[config.mk]
export PLATFORM = sky130hd
export DESIGN_NAME = time_entry_capture
export DESIGN_NICKNAME = d
export VERILOG_FILES = /design/src/rtl/time_entry_capture.sv
export SDC_FILE = /design/constraint.sdc
export NUM_CORES = 1
export LEC_CHECK = 0
export ABC_AREA = 1
export BUFFER_PORTS_ARGS = -buffer_cell sky130_fd_sc_hd__buf_2
export CAP_MARGIN = 10
export CORE_ASPECT_RATIO = 0.7
export CORE_MARGIN = 10
export CORE_UTILIZATION = 40
export CTS_BUF_LIST = sky130_fd_sc_hd__clkbuf_4 sky130_fd_sc_hd__clkbuf_8
export DETAILED_ROUTE_END_ITERATION = 12
export GPL_TIMING_DRIVEN = 0
export PLACE_DENSITY = 0.57
export REMOVE_ABC_BUFFERS = 1
export SYNTH_ARGS = -nofsm -noshare
export SYNTH_HDL_FRONTEND = slang
export SYNTH_SLANG_ARGS = --single-unit
[constraint.sdc]
create_clock -name clock -period 7.7 [get_ports clock]
set_input_delay 2.31 -clock clock [delete_from_list [all_inputs] [get_ports clock]]
set_output_delay 2.31 -clock clock [all_outputs]
set_load 0.05 [all_outputs]
[src/rtl/time_entry_capture.sv]
// Keypad time-entry staging for the alarm/time-setting path. Digits go into the
// hour/minute/second field picked by the enables. A completeSetting rising edge
// range-checks the staged time. It then either commits the time to set_* with a
// one-cycle set_load pulse, or pulses set_error and leaves set_* unchanged.
module time_entry_capture #(
  parameter int unsigned MAX_HOUR   = 23,
  parameter int unsigned MAX_MINSEC = 59,
  parameter logic [3:0]  CLEAR_CODE = 4'hA
) (
  input  logic       clock,
  input  logic       reset,
  input  logic       key_valid,
  input  logic [3:0] key_code,
  input  logic       hour_en,
  input  logic       min_en,
  input  logic       sec_en,
  input  logic       completeSetting,
  output logic [4:0] set_hour,
  output logic [5:0] set_min,
  output logic [5:0] set_sec,
  output logic       set_load,
  output logic       set_error,
  output logic [1:0] active_field,
  output logic [6:0] active_value
);

  localparam logic [6:0] MaxHour   = 7'(MAX_HOUR);
  localparam logic [6:0] MaxMinSec = 7'(MAX_MINSEC);

  localparam logic [1:0] FieldNone = 2'd0;
  localparam logic [1:0] FieldHour = 2'd1;
  localparam logic [1:0] FieldMin  = 2'd2;
  localparam logic [1:0] FieldSec  = 2'd3;

  // Staging index: 0 hour, 1 minute, 2 second.
  logic [2:0]      en, en_q, en_rise;
  logic            cs_q, cs_rise;
  logic [2:0][6:0] val_q, val_d;
  logic [2:0][1:0] cnt_q, cnt_d;
  logic [1:0]      field, idx;
  logic            key_ok, in_range;
  logic [4:0]      set_hour_q, set_hour_d;
  logic [5:0]      set_min_q, set_min_d;
  logic [5:0]      set_sec_q, set_sec_d;
  logic            set_load_q, set_load_d;
  logic            set_error_q, set_error_d;

  assign en      = {sec_en, min_en, hour_en};
  assign en_rise = en & ~en_q;
  assign cs_rise = completeSetting & ~cs_q;
  assign idx     = field - 2'd1;
  assign key_ok  = key_valid && (field != FieldNone) && !completeSetting;

  // Field select, seconds take priority over minutes over hours.
  always_comb begin
    if (sec_en)       field = FieldSec;
    else if (min_en)  field = FieldMin;
    else if (hour_en) field = FieldHour;
    else              field = FieldNone;
  end

  // Staging next-state: enable-rise clears first, then the key acts on the active field.
  always_comb begin
    val_d = val_q;
    cnt_d = cnt_q;
    for (int i = 0; i < 3; i++) begin
      if (en_rise[i]) begin
        val_d[i] = '0;
        cnt_d[i] = '0;
      end
    end
    if (key_ok) begin
      if (key_code <= 4'd9) begin
        if (cnt_d[idx] == 2'd1) begin
          // First digit is at most 9, so the result never exceeds 99.
          val_d[idx] = val_d[idx] * 7'd10 + {3'b000, key_code};
          cnt_d[idx] = 2'd2;
        end else begin
          val_d[idx] = {3'b000, key_code};
          cnt_d[idx] = 2'd1;
        end
      end else if (key_code == CLEAR_CODE) begin
        val_d[idx] = '0;
        cnt_d[idx] = '0;
      end
    end
  end

  assign in_range = (val_q[0] <= MaxHour) && (val_q[1] <= MaxMinSec) &&
                    (val_q[2] <= MaxMinSec);

  // Commit next-state: outputs follow one cycle after the completeSetting edge.
  always_comb begin
    set_hour_d  = set_hour_q;
    set_min_d   = set_min_q;
    set_sec_d   = set_sec_q;
    set_load_d  = 1'b0;
    set_error_d = 1'b0;
    if (cs_rise) begin
      if (in_range) begin
        set_hour_d = val_q[0][4:0];
        set_min_d  = val_q[1][5:0];
        set_sec_d  = val_q[2][5:0];
        set_load_d = 1'b1;
      end else begin
        set_error_d = 1'b1;
      end
    end
  end

  // Staged value of the selected field for the display.
  always_comb begin
    unique case (field)
      FieldHour: active_value = val_q[0];
      FieldMin:  active_value = val_q[1];
      FieldSec:  active_value = val_q[2];
      default:   active_value = 7'd0;
    endcase
  end

  // State registers; reset discards staging and suppresses any same-cycle commit.
  always_ff @(posedge clock) begin
    if (reset) begin
      en_q        <= '0;
      cs_q        <= 1'b0;
      val_q       <= '0;
      cnt_q       <= '0;
      set_hour_q  <= '0;
      set_min_q   <= '0;
      set_sec_q   <= '0;
      set_load_q  <= 1'b0;
      set_error_q <= 1'b0;
    end else begin
      en_q        <= en;
      cs_q        <= completeSetting;
      val_q       <= val_d;
      cnt_q       <= cnt_d;
      set_hour_q  <= set_hour_d;
      set_min_q   <= set_min_d;
      set_sec_q   <= set_sec_d;
      set_load_q  <= set_load_d;
      set_error_q <= set_error_d;
    end
  end

  assign set_hour     = set_hour_q;
  assign set_min      = set_min_q;
  assign set_sec      = set_sec_q;
  assign set_load     = set_load_q;
  assign set_error    = set_error_q;
  assign active_field = field;

endmodule

# Word-level counts from Yosys, hierarchy flattened
# Cells that the tools add are included.
# totals
register_bits	50
inputBits	11
# classes
n_addsub	2
multipliers	1
order_cmp	6
n_eq_ne	5
n_mux	30
n_bitwise	15
n_reduce_logical	9
# ops
operator	n
$mux 21	4
$bwmux 21	2
$mux 7	5
$mux 6	4
$and 21x21->21	1
$not 21->21	1
$pmux 7 s3	1
$bmux 7 s2	1
$demux 7 s2	1
$le 7x6->1 const B	2
$mux 2	7
$and 3x3->3	3
$not 3->3	3
$add 7x4->7	1
$le 7x5->1 const B	1
$mul 7x3->6 const B	1
$and 6x6->6	1
$not 6->6	1
$or 3x3->3	2
$logic_and 1x1->1	5
$bmux 2 s2	1
$demux 2 s2	1
$eq 2x1->1 const B	2
$eq 2x2->1 const B	2
12 further kinds	15

# Longest topological paths before layout
# logic_depth
word_depth	13
ltp_mapped	25
depth_no_buf	23

# Worst setup path before layout
# No wires, ideal clock.
# synth_path
path_kind	input-to-output
from	in min_en
to	out active_value[2]
arrival_ns	3.596
required_time_ns	5.390
path_slack_ns	1.794
cell_stages	7
cell_sequence	nor2_1 -> inv_1 -> ha_1 -> nand2_1 -> o211ai_1 -> nand2_1 -> inv_1
# synth_via
elab_chain_cells	4
# synth_rtl
item	line_no	text
start: declaration	15	input logic min_en,
$mux 2 *	57	else if (min_en) field = FieldMin;
$mux 2 *	56	if (sec_en) field = FieldSec;
named net active_field[1]	23	output logic [1:0] active_field,
$eq 2x2->1 / $eq 2x1->1 (equally long branches)	113	unique case (field)
$pmux 7 s3 *	113	
end: declaration	24	output logic [6:0] active_value
# The timed path passes the listed nets; every way through them passes the cells marked *.

# Worst setup path after layout
# layout_path
from	in sec_en
to	out active_value[2]
# layout_via
elab_chain_cells	3
# layout_rtl
item	line_no	text
start: declaration	16	input logic sec_en,
$mux 2 *	56	
$eq 2x2->1 / $eq 2x1->1 (equally long branches)	113	
$pmux 7 s3 *	113	
# Mark *: on every way between the ends. The rest lies on a longest branch, timed or not.

==> flow_summary_export.csv <==
group,metric,value,unit
power,p_leak,0.00159,uW
finish,synthToLayoutAreaGrowth,11.6,%
worst_setup_path,worst-setup-path-type,"in2out",
global_route,grt_overflow,0,
clocking,clk_pin_slew_worst_paths,90,ps
detailed_routing,via_per_inst,5.21,
detailed_routing,drc,0,
global_route,first_global_vias,2871,
synthesis,synth_top_area_share,0.326,
synthesis,synth_compound_gate_area_share,0.226,
clocking,cts_resized,0,
detailed_routing,finalWirelength,9.25,mm
synthesis,synth_top_area_cell,"dfxtp_1",
detailed_routing,drt_iter0_markers,291,
global_route,grt_pass1_wl,15.2,mm
timing,fin_crit_sh,0.821,
clocking,post_cts_buffers,0,
power,power.internal,408,uW
synthesis,synth_mux_area_frac,0,
finish,nNetsFinal,528,
worst_setup_path,cp.buffers_inverters,4,
die,core_area,0.00738,sq mm
synthesis,synth.most_common_cell,"nand2_1",
synthesis,netlist_instances,471,
synthesis,yosysUniqueCellTypes,34,
die,io_pins,39,
die,std_cell_rows,26,
detailed_routing,vias,3119,
worst_setup_path,arrival,4010,ps
detailed_routing,wl_per_cell,15.4,um
place,gp_congestion,0.910,
worst_setup_path,slowest_stage,"ha_1",
worst_setup_path,end_kind,"output port",
global_route,use_met3,0.0434,
die,die_area,0.0116,sq mm
worst_setup_path,cp-start-kind,"input port",
worst_setup_path,critPathMaxStageDelay,320,ps
synthesis,syn-cell-area,0.00307,sq mm
global_route,grt_max_degree,36,
global_route,busiest_layer,"met2",
synthesis,synthTopCellsByArea,"dfxtp_1 33%, nand2_1 15%, inv_1 8.4%, a21oi_1 8.3%, ha_1 5.7%",
clocking,cts_max_level,2,
clocking,clk-insertion-delay-late,310,ps
synthesis,synth-edff-count,0,
synthesis,synth_adder_area_share,0.0700,
clocking,holdBufCountCts,0,
synthesis,seq_area_frac_synth,0.326,
timing,worstMarginPinSlew,1090,ps
synthesis,synth_xor_xnor_area_share,0.0114,
timing,min_period,6320,ps
global_route,use_met2,0.232,
clocking,cts_buffer_depth,2,
clocking,cts_tree,"built",
worst_setup_path,cp_top_family,"buffers and inverters",
synthesis,ys_warn_count,0,
worst_setup_path,required,5390,ps
timing,relSlewSlack,0.269,
timing,final-hold-violation-count,0,
die,start_util,0.416,
global_route,grt_use_met1,0.223,
power,ir_drop,0.0956,mV
timing,tns,0,ps
place,dp.cells,592,
synthesis,yosys.area_share.simple,0.251,
finish,diodes,0,
power,p_switching,202,uW
synthesis,syn_area_per_cell,6.52,sq um
timing,final-setup-viol-count,0,
place,place_hpwl,6.98,mm
synthesis,ys_ff_latch,50,
clocking,cts-root-buf,"clkbuf_8",
detailed_routing,firstDrtPassIters,5,
synthesis,synth_top_family_by_area,"simple AND/OR/NAND/NOR gates",
power,power_per_cell_area,178,mW/mm^2
worst_setup_path,worst-path-max-fanout,16,
die,dieWidth,125,um
power,combPwrFrac,0.228,
finish,drive_gt1_frac,0.138,
global_route,antenna_found_initial,0,
finish,stdcell_count,599,
outcome,status,"complete, no violations",
detailed_routing,antenna_left,0,
synthesis,synth_common_cells,"120 x nand2_1, 69 x inv_1, 51 x a21oi_1",
timing,slew_violations,0,
global_route,grt.total_usage,0.158,
worst_hold_path,min_path_type,"reg2reg",
die,die_h,93.3,um
power,seqPwrFrac,0.452,
synthesis,async_flop_share,0,
timing,fin_skew,3.63,ps
power,sw_frac_of_total,0.331,
worst_setup_path,crit_chain,"buf_2 -> inv_2 -> nand2_2 -> ha_1 -> nand2_1 -> o211ai_1 -> nand2_1 -> inv_1 -> buf_2",
place,io_buffers,38,
synthesis,synthFlopType,"dfxtp_1",
clocking,cts_sinks,50,
job,cap_violations,0,
timing,max_freq,158,MHz
power,p_clk_frac,0.320,
clocking,numCtsBuffers,5,
timing,rsz0062_at_grt,"no",
worst register-to-register path: stages (launching register included):
cell and delay (ps):
dfxtp_1 320, nor2_1 280, nor2_1 130, o21ai_0 160
a21oi_1 60, a31o_2 270, ha_1 280, ha_1 190
inv_1 60, fa_1 450, nor2_1 160, nand3_1 80
nand2_1 120, inv_1 70, nand3_1 80, nand2_1 50
nand2_1 70, nand2_2 100, nand2_1 80, nand2_1 50
nand2_1 60, a21oi_2 50
metrics by stage:
step	util	instance area [sq um]	setup WS [ps]	power, uW	hold WS, ps
2_1_floorplan	-	3000	1790	377	439
3_3_place_gp	0.448	3310	1380	418	431
3_5_place_dp	0.449	3320	1380	420	436
4_1_cts	0.465	3430	1370	615	451
5_1_grt	0.465	3430	1190	642	472
6_report	0.465	3430	1380	610	445
logic make-up (layout without fill, tap and decap cells):
group / count (synthesis) / count (layout)
AND/OR/NAND/NOR: 186 / 186
AO/OA/AOI/OAI: 124 / 124
buffers and inverters: 91 / 121
flip-flops: 50 / 50
adder cells (fa/ha/maj): 16 / 16
XOR/XNOR: 4 / 4
placed cells by master (no fill, tap or decap), types with 2 or more instances in the layout:
master	netlist	layout
nand2_1	120	120
inv_1	69	69
a21oi_1	51	51
dfxtp_1	50	50
buf_2	3	38
o21ai_0	35	35
nor2_1	29	29
nand3_1	26	26
ha_1	14	14
o21ai_1	13	13
inv_2	6	6
clkbuf_8	0	6
a21oi_2	5	5
nand2_2	5	5
o22ai_1	5	5
o211ai_1	4	4
nand4_1	3	3
a31oi_1	3	3
a31o_2	2	2
xnor2_1	2	2
xor2_1	2	2
fa_1	2	2
area by class of cell:
| class | count | area (sq um) |
|---|---|---|
| flip-flops and latches | 50 | 1000 |
| repair buffers | 39 | 198 |
| fillers | 776 | 3950 |
| well taps | 98 | 123 |
| clock buffers | 6 | 82.6 |
| inverters | 75 | 282 |
| clock inverters | 1 | 30.0 |
| multi-input cells | 330 | 1720 |
flip-flops by register name, indices dropped and copies added (netlist names):
signal / flops
val_q: 21
cnt_q: 6
set_min: 6
set_sec: 6
set_hour: 5
en_q: 3
cs_q: 1
set_error: 1
set_load: 1
power by group through the flow:
stage	clock network [uW]	logic, uW	registers, uW
floorplan	0	74.1	303
global placement	0	137	281
finish	195	139	275
CTS	201	139	275
global route	210	155	277
detailed placement	0	138	281
path summary, 6_finish.rpt:
kind                           startpoint                       to  slack, ps  cells after the start
hold / removal    set_sec[2]$_SDFFE_PP0P_  set_sec[2]$_SDFFE_PP0P_        450                      2
setup reg to reg       en_q[1]$_SDFF_PP0_     val_q[13]$_SDFF_PP0_       4410                     21
setup / recovery                   sec_en          active_value[2]       1380                      9
hold reg to reg   set_sec[2]$_SDFFE_PP0P_  set_sec[2]$_SDFFE_PP0P_        450                      2
routing by layer:
layer | part of all wire | vias up
met2 | 0.42 | 101
met5 | 0 | -
met1 | 0.50 | 1427
li1 | - | 1579
met3 | 0.079 | 12
met4 | 0.0089 | 0
No activity file was read; power rests on OpenSTA's default activity.
